<file path="src/rtl/selfwrite_streamer.sv">
// selfwrite_streamer: packs a byte stream MSB-first into 32-bit self-configuration words with setup/strobe/gap timing.
// Define SELFWRITE_PAD_FLUSH_EN to zero-pad and send a partial trailing word instead of discarding it.
module selfwrite_streamer #(
  parameter int SETUP_CYCLES = 2,
  parameter int GAP_CYCLES   = 2
) (
  input  logic        CLK,
  input  logic        resetn,
  input  logic        start,
  input  logic [15:0] num_words,
  input  logic [7:0]  byte_data,
  input  logic        byte_valid,
  input  logic        byte_last,
  output logic        byte_ready,
  output logic [31:0] SelfWriteData,
  output logic        SelfWriteStrobe,
  output logic        busy,
  output logic        done,
  output logic [15:0] words_sent,
  output logic        underrun_err
);
  typedef enum logic [2:0] {IDLE, COLLECT, SETUP, STROBE, GAP} state_t;
  localparam logic [15:0] SETUP_L = 16'(SETUP_CYCLES - 1);
  localparam logic [15:0] GAP_L   = 16'(GAP_CYCLES - 1);
  state_t state_q, state_d;
  logic [23:0] shift_q, shift_d;
  logic [31:0] data_q, data_d, shifted;
  logic [1:0]  bcnt_q, bcnt_d;
  logic [15:0] num_q, num_d, sent_q, sent_d, cnt_q, cnt_d;
  logic        last_q, last_d, done_q, done_d, err_q, err_d, finish;
  always_comb begin
    state_d = state_q;
    shift_d = shift_q;
    data_d  = data_q;
    bcnt_d  = bcnt_q;
    num_d   = num_q;
    sent_d  = sent_q;
    cnt_d   = cnt_q;
    last_d  = last_q;
    done_d  = done_q;
    err_d   = err_q;
    shifted = {shift_q, byte_data};
    finish  = last_q || (num_q != 16'd0 && sent_q == num_q);
    case (state_q)
      IDLE: if (start) begin
        state_d = COLLECT;
        done_d  = 1'b0;
        err_d   = 1'b0;
        sent_d  = 16'd0;
        num_d   = num_words;
        bcnt_d  = 2'd0;
        last_d  = 1'b0;
      end
      COLLECT: if (byte_valid) begin
        shift_d = shifted[23:0];
        bcnt_d  = bcnt_q + 2'd1;
        if (bcnt_q == 2'd3) begin
          data_d  = shifted;
          last_d  = byte_last;
          cnt_d   = 16'd0;
          state_d = SETUP;
        end else if (byte_last) begin
`ifdef SELFWRITE_PAD_FLUSH_EN
          data_d  = shifted << {~bcnt_q, 3'b000};
          last_d  = 1'b1;
          cnt_d   = 16'd0;
          state_d = SETUP;
`else
          done_d  = 1'b1;
          err_d   = 1'b1;
          state_d = IDLE;
`endif
        end
      end
      SETUP: if (cnt_q == SETUP_L) begin
        state_d = STROBE;
        sent_d  = sent_q + 16'd1;
      end else cnt_d = cnt_q + 16'd1;
      STROBE: if (GAP_CYCLES > 0) begin
        state_d = GAP;
        cnt_d   = 16'd0;
      end else begin
        state_d = finish ? IDLE : COLLECT;
        done_d  = finish;
      end
      GAP: if (cnt_q == GAP_L) begin
        state_d = finish ? IDLE : COLLECT;
        done_d  = finish;
      end else cnt_d = cnt_q + 16'd1;
      default: state_d = IDLE;
    endcase
  end
  always_ff @(posedge CLK or negedge resetn) begin
    if (!resetn) begin
      state_q <= IDLE;
      shift_q <= '0;
      data_q  <= '0;
      bcnt_q  <= '0;
      num_q   <= '0;
      sent_q  <= '0;
      cnt_q   <= '0;
      last_q  <= 1'b0;
      done_q  <= 1'b0;
      err_q   <= 1'b0;
    end else begin
      state_q <= state_d;
      shift_q <= shift_d;
      data_q  <= data_d;
      bcnt_q  <= bcnt_d;
      num_q   <= num_d;
      sent_q  <= sent_d;
      cnt_q   <= cnt_d;
      last_q  <= last_d;
      done_q  <= done_d;
      err_q   <= err_d;
    end
  end
  assign byte_ready      = state_q == COLLECT;
  assign SelfWriteStrobe = state_q == STROBE;
  assign busy            = state_q != IDLE;
  assign SelfWriteData   = data_q;
  assign done            = done_q;
  assign words_sent      = sent_q;
  assign underrun_err    = err_q;
endmodule
</file>
<file path="config.mk">
export PLATFORM = sky130hd
export DESIGN_NAME = selfwrite_streamer
export DESIGN_NICKNAME = d
export VERILOG_FILES = /design/src/rtl/selfwrite_streamer.sv
export SDC_FILE = /design/constraint.sdc
export NUM_CORES = 1
export LEC_CHECK = 0
export BUFFER_PORTS_ARGS = -buffer_cell sky130_fd_sc_hd__buf_4
export CAP_MARGIN = 20
export CORE_ASPECT_RATIO = 1.5
export CORE_MARGIN = 8
export CORE_UTILIZATION = 61
export CTS_CLUSTER_DIAMETER = 60
export DETAILED_ROUTE_END_ITERATION = 16
export PLACE_DENSITY = 0.85
export SLEW_MARGIN = 20
export SYNTH_ARGS = -nofsm -noshare
export SYNTH_HDL_FRONTEND = slang
export SYNTH_SLANG_ARGS = --single-unit
</file>
<file path="constraint.sdc">
create_clock -name CLK -period 5.2 [get_ports CLK]
set_input_delay 1.04 -clock CLK [delete_from_list [all_inputs] [get_ports CLK]]
set_output_delay 1.04 -clock CLK [all_outputs]
set_load 0.02 [all_outputs]
</file>
==> results of run 1 <==
==> per-stage QoR <==
stage | util | worst slack (ns) | area, µm²
6_report | 0.744 | 2.41 | 6260
5_1_grt | 0.744 | 2.23 | 6260
4_1_cts | 0.744 | 2.40 | 6260
3_5_place_dp | 0.705 | 2.04 | 5930
3_3_place_gp | 0.705 | 2.15 | 5930
2_1_floorplan | - | 3.03 | 5260
==> worst min-delay path by stage <==
stage                           startpoint          endpoint  slack, ns  cells after the start
after global routing      SelfWriteData[3]  SelfWriteData[3]       0.52                      1
final                               last_q            last_q       0.50                      2
after CTS                           last_q            last_q       0.50                      2
after global placement           bcnt_q[1]         bcnt_q[1]       0.47                      2
after detailed placement  SelfWriteData[3]  SelfWriteData[3]       0.49                      1
after floorplan                  bcnt_q[1]         bcnt_q[1]       0.45                      2
==> registers in the layout, indices dropped and copies added, names as in the netlist <==
register,cells
SelfWriteData,32
bcnt_q,2
cnt_q,16
done,1
last_q,1
num_q,16
shift_q,24
state_q,3
underrun_err,1
words_sent,16
==> synth_stat cells (4+ instances only) <==
cell / number
mux2_1: 4
ha_1: 4
a21oi_1: 5
nand3_1: 14
nand2_1: 74
xor2_1: 20
inv_1: 7
a2111oi_2: 7
nor4_1: 8
o211ai_1: 7
xnor2_1: 15
o21ai_0: 12
mux2_2: 53
clkbuf_1: 5
buf_2: 13
and3_1: 5
nand4_1: 11
dfrtp_1: 112
nor2_1: 30
==> worst reg2reg max path: stages, from the launching register on <==
cell and delay (ns):
dfrtp_1 0.50, or2_1 0.37, nor2_4 0.65, nand2_1 0.43, buf_4 0.36, mux2_1 0.36
==> cell families after synthesis <==
kind of cell	Yosys count
buffers and inverters	28
flip-flops	112
AO/OA/AOI/OAI	55
multiplexers	60
adder cells (fa/ha/maj)	4
XOR/XNOR	35
AND/OR/NAND/NOR	167
==> layer usage <==
| layer | share of wire | vias to the layer above | GRT usage |
|---|---|---|---|
| li1 | - | 1780 | - |
| met1 | 0.39 | 1934 | 0.226 |
| met2 | 0.52 | 138 | 0.364 |
| met3 | 0.074 | 20 | 0.0626 |
| met4 | 0.018 | 0 | 0.0752 |
| met5 | 0 | - | 0 |
==> power by group <==
group | switching [mW] | internal (mW) | total, mW
combinational | 0.720 | 0.588 | 1.31
sequential | 0.244 | 1.19 | 1.43
clock | 0.312 | 0.441 | 0.752
total | 1.28 | 2.22 | 3.49
==> cell type report <==
cell class	instances	area, µm²	area share
Sequential cell	112	2800	0.448
Multi-Input combinational cell	321	2320	0.371
Timing Repair Buffer	86	646	0.103
Clock buffer	11	243	0.0388
Tap cell	107	134	0.0214
Clock inverter	5	88.8	0.0142
Inverter	7	26.3	0.00420
==> layout by cell type, fill, tap and decap left out, types with 4 or more instances in the layout <==
cell type  Yosys  layout
and3_1         5       5
dfrtp_1      112     112
clkbuf_16      0       9
nand2_1       74      74
mux2_2        53      53
nor2_1        30      30
xnor2_1       15      15
xor2_1        20      20
nand3_1       14      14
o21ai_0       12      12
a21oi_1        5       5
nor4_1         8       8
a2111oi_2      7       7
o211ai_1       7       7
inv_1          7       7
nand4_1       11      11
buf_4          2      86
ha_1           4       4
mux2_1         4       4
==> qor.txt, run 1 <==
run status: finished, final reports clean
FILL cells: 575
FF-to-FF setup slack: 2.42 ns
Worst Setup EP: SelfWriteData[4]
final hold viol count: 0
Num Clock Sinks: 112
Mean Syn Cell Area: 11.4 µm²
Worst setup EP type: flip-flop
CP delay by family, top: simple AND/OR/NAND/NOR gates
Post-synth EDFFs: 0
Detail Route Antenna Nets: 0
Crit Path Class: in -> reg
Setup Viol. Count Final: 0
total negative slack: 0 ns
Routability Congestion: 0.884
post-synth top area cell: dfrtp_1
slowest stage delay, CP: 0.62 ns
Initial Utilization: 0.625
via count: 3872
Syn Std Cell Area: 5260 µm²
Syn. warnings: 0
initial antenna violation count: 0
CTS root buf: clkbuf_16
CTS-repair resized insts: 0
DP Cell Count: 633
WP buf/inv: 2
fin crit share: 0.537
Hold Slack: 0.497 ns
# DRC: 0
chip height: 130 µm
post-CTS setup buffer count: 0
power per cell area: 558 nW/µm²
leak pwr: 2.90 nW
maximum VDD drop: 392 µV
worst path cell trace: buf_4 > nand2_1 > nor2_4 > nand2_1 > buf_4 > mux2_1
# port buffers: 81
antenna cells: 0
CTS tree: yes
Slew Limit Fails: 0
dpl hpwl: 8290 µm
Seq/Total Area, Yosys: 0.533
# nets final: 570
drt initial violations: 240
first-pass GRT wire length: 19700 µm
Required @ worst endpoint: 5.43 ns
Critical path origin: byte_valid
Post-synth top flop: dfrtp_1
P&R area growth vs syn: 19.0%
number of buffers created by CTS: 9
gr usage total: 0.205
Initial DRT Pass Iterations: 7
Tmin final: 2.79 ns
top cells by area, synth: dfrtp_1, mux2_2, nand2_1
syn_nets: 494
highest clock rate: 358 MHz
Synth Area in XOR/XNOR: 0.0583
Max Buffers Root-to-Sink: 2
Syn Inst Count: 461
io pins: 82
H-Tree Depth: 3
largest family of logic cells by synthesized area: simple AND/OR/NAND/NOR gates
Synth top area share: 0.533
number of global-route vias before repair: 4110
Simple-Gate Fraction of Synth Area: 0.152
Worst path depth: 6
share of post-route cells with drive strength above 1: 0.319
die area: 11900 µm²
CTS Hold Bufs: 0
compound-gate portion of the synthesized area: 0.0937
Tot Pwr: 3.49 mW
average wire per cell in the routed design: 18.2 µm
WP data arrival: 3.02 ns
num rows: 41
reg2reg path depth: 5
RSZ-0062 raised after global routing: no
Yosys cell types: 53
Synth Register Bits: 112
die span in x: 91.8 µm
FF-to-FF End: SelfWriteData[4]
worst skew pair latency: 0.35 ns
ys async rst share: 1.00
DR vias/cell: 5.97
largest net degree at the start of global routing: 77
Finished Layout Cells: 649
core area: 8410 µm²
Worst-path clk slew: 0.07 ns
post-synthesis mux area share: 0.128
Worst Tran Pin Value: 0.934 ns
Slew headroom: 0.377
crit path max-delay cell type: nor2_4
worst hold path class: reg -> reg
RR Startpoint: state_q[1]
Critical Path Fanout Max: 27
routed wire length: 11800 µm
Synth Area in Adders: 0.00951
grt total ovfl: 0
CP Launch Type: input pin
setup skew after layout: 0.00863 ns
max-cap violations: 0
Note: power is estimated with default switching activity, not from simulation.
==> run 2: changes to the inputs <==
--- a/config.mk
+++ b/config.mk
@@ -5,14 +5,15 @@
 export SDC_FILE = /design/constraint.sdc
 export NUM_CORES = 1
 export LEC_CHECK = 0
+export ABC_AREA = 1
 export BUFFER_PORTS_ARGS = -buffer_cell sky130_fd_sc_hd__buf_4
 export CAP_MARGIN = 20
 export CORE_ASPECT_RATIO = 1.5
 export CORE_MARGIN = 8
-export CORE_UTILIZATION = 61
+export CORE_UTILIZATION = 57
 export CTS_CLUSTER_DIAMETER = 60
 export DETAILED_ROUTE_END_ITERATION = 16
-export PLACE_DENSITY = 0.85
+export PLACE_DENSITY = 0.8
 export SLEW_MARGIN = 20
 export SYNTH_ARGS = -nofsm -noshare
 export SYNTH_HDL_FRONTEND = slang
==> constraint.sdc (replaced) <==
create_clock -name CLK -period 2.6 [get_ports CLK]
set_input_delay 0.52 -clock CLK [delete_from_list [all_inputs] [get_ports CLK]]
set_output_delay 0.52 -clock CLK [all_outputs]
set_load 0.02 [all_outputs]
==> qor.txt, run 2 <==
run status: finished, final reports clean (unchanged)
dpl hpwl: 9530 µm (was 8290 µm)
Detail Route Antenna Nets: 0 (unchanged)
Mean Syn Cell Area: 8.14 µm² (was 11.4 µm²)
power per cell area: 1030 nW/µm² (was 558 nW/µm²)
FF-to-FF setup slack: 0.70 ns (was 2.42 ns)
io pins: 82 (unchanged)
Initial Utilization: 0.579 (was 0.625)
Clk pwr share: 0.201 (was 0.215)
Crit Path Class: reg -> out (was in -> reg)
die span in x: 96.8 µm (was 91.8 µm)
Worst Tran Pin Value: 0.592 ns (was 0.934 ns)
initial antenna violation count: 0 (unchanged)
maximum VDD drop: 822 µV (was 392 µV)
RSZ-0062 raised after global routing: no (unchanged)
CTS tree: yes (unchanged)
Required @ worst endpoint: 2.08 ns (was 5.43 ns)
via count: 4783 (was 3872)
H-Tree Depth: 3 (unchanged)
drt initial violations: 244 (was 240)
final hold viol count: 0 (unchanged)
commonest non-fill, non-tap cell in the layout: nand2_1 (was dfrtp_1)
Tmin final: 1.91 ns
share of post-route cells with drive strength above 1: 0.203 (was 0.319)
CTS Hold Bufs: 0 (unchanged)
Internal: 3.94 mW (was 2.22 mW)
Syn. warnings: 0 (unchanged)
highest clock rate: 523 MHz
first-pass GRT wire length: 21800 µm (was 19700 µm)
number of buffers created by CTS: 9 (unchanged)
switch share: 0.415 (was 0.365)
most frequent cells in the layout: nand2_1, dfrtp_1, buf_4 (was dfrtp_1, buf_4, nand2_1)
largest net degree at the start of global routing: 80 (was 77)
Syn Std Cell Area: 5580 µm² (was 5260 µm²)
CP Launch Type: flip-flop (was input pin)
average wire per cell in the routed design: 14.9 µm (was 18.2 µm)
fin crit share: 0.736
num rows: 44 (was 41)
DR vias/cell: 5.40 (was 5.97)
max reg flops: 32 (unchanged)
worst hold path class: in -> async (was reg -> reg)
Sequential Power Share: 0.398 (was 0.410)
chip height: 137 µm (was 130 µm)
Synth top area share: 0.502 (was 0.533)
Switching Power: 2.79 mW (was 1.28 mW)
Post-synth EDFFs: 0 (unchanged)
Critical Path Fanout Max: 8 (was 27)
ys async rst share: 1.00 (unchanged)
Slew headroom: 0.605 (was 0.377)
Slew Limit Fails: 0 (unchanged)
# DRC: 0 (unchanged)
total negative slack: 0 ns (unchanged)
Worst-path clk slew: 0.08 ns (was 0.07 ns)
antenna cells: 0 (unchanged)
Worst setup EP type: output port (was flip-flop)
# nets final: 798 (was 570)
syn_nets: 719 (was 494)
# port buffers: 81 (unchanged)
Max Buffers Root-to-Sink: 2 (unchanged)
max-cap violations: 0 (unchanged)
die area: 13300 µm² (was 11900 µm²)
post-CTS setup buffer count: 0 (unchanged)
Setup Viol. Count Final: 0 (unchanged)
Num Clock Sinks: 112 (unchanged)
grt total ovfl: 0 (unchanged)
CTS-repair resized insts: 0 (unchanged)
Initial DRT Pass Iterations: 5 (was 7)
leak pwr: 3.21 nW (was 2.90 nW)
most instantiated cells after synthesis: nand2_1, dfrtp_1, inv_1 (was dfrtp_1, nand2_1, mux2_2)
gr usage total: 0.198 (was 0.205)
core area: 9630 µm² (was 8410 µm²)
setup skew after layout: 0.00840 ns (was 0.00863 ns)
number of global-route vias before repair: 4714 (was 4110)
Comb pwr share: 0.401 (was 0.374)
WP data arrival: 1.39 ns (was 3.02 ns)
CTS root buf: clkbuf_16 (unchanged)
Post-synth top flop: dfrtp_1 (unchanged)
Final Core Density: 0.678 (was 0.744)
routed wire length: 13200 µm (was 11800 µm)
Seq/Total Area, Yosys: 0.502 (was 0.533)
Synth Register Bits: 112 (unchanged)
count leader, synth: nand2_1 (was dfrtp_1)
Syn Inst Count: 686 (was 461)
Yosys cell types: 36 (was 53)
reg2reg path depth: 6 (was 5)
worst skew pair latency: 0.35 ns (about the same)
P&R area growth vs syn: 17.1% (was 19.0%)
Routability Congestion: 0.870 (was 0.884)
FILL cells: 799 (was 575)
top cells by area, synth: dfrtp_1, nand2_1, inv_1 (was dfrtp_1, mux2_2, nand2_1)
post-synth top area cell: dfrtp_1 (unchanged)
[run 2: through the flow]
step	cell area, µm²	hold WS [ns]	std cells	power, mW	setup slack, ns
detailed placement	6240	0.467	869	5.39	0.749
finish	6530	0.0976	885	6.73	0.687
CTS	6530	0.106	885	6.78	0.677
global route	6530	0.128	885	7.17	0.507
global placement	6240	0.462	869	5.27	0.836
floorplan	5580	0.224	686	4.48	0.936
[run 2: worst max-delay path, cell delays in order (launching register included)]
cell and delay, ns:
dfrtp_1 0.46, nor2_2 0.17, nand2_2 0.11, inv_2 0.14, buf_4 0.16
[run 2: per-layer routing]
layer	up-vias	global-route usage	part of all wire
met1	2265	0.220	0.40
met3	30	0.0457	0.059
met2	155	0.354	0.52
li1	2333	-	-
met5	-	0	0
met4	0	0.0893	0.026
[run 2: logic make-up (layout without fill, tap and decap cells)]
| family | count (synthesis) | in the layout | share of synthesized area |
|---|---|---|---|
| buffers and inverters | 105 | 189 | 0.0832 |
| adder cells (fa/ha/maj) | 4 | 4 | 0.00897 |
| AO/OA/AOI/OAI | 107 | 107 | 0.117 |
| XOR/XNOR | 11 | 11 | 0.0173 |
| flip-flops | 112 | 112 | 0.502 |
| AND/OR/NAND/NOR | 347 | 347 | 0.272 |
[run 2: cell type report]
cell class	instances	area (µm²)	area share
clock buffer	10	229	0.0350
clock inverter	6	61.3	0.00938
inverter	89	339	0.0519
multi-input combinational	469	2310	0.354
sequential	112	2800	0.429
tap	115	144	0.0220
timing repair buffer	84	643	0.0984
[run 2: path summary, 6_finish.rpt]
check                                 start                end
setup / recovery                 state_q[2]         byte_ready
hold / removal                       resetn        shift_q[18]
setup reg to reg                  bcnt_q[0]  SelfWriteData[19]
hold reg to reg            SelfWriteData[0]   SelfWriteData[0]
max in group asynchronous            resetn             last_q
min in group CLK               num_words[4]           num_q[4]
[run 2: power groups by stage]
stage / sequential, mW / combinational, mW / clock, mW
floorplan: 2.93 / 1.55 / 0
global placement: 2.67 / 2.60 / 0
detailed placement: 2.69 / 2.70 / 0
CTS: 2.68 / 2.73 / 1.37
global route: 2.74 / 3.00 / 1.43
finish: 2.68 / 2.70 / 1.35
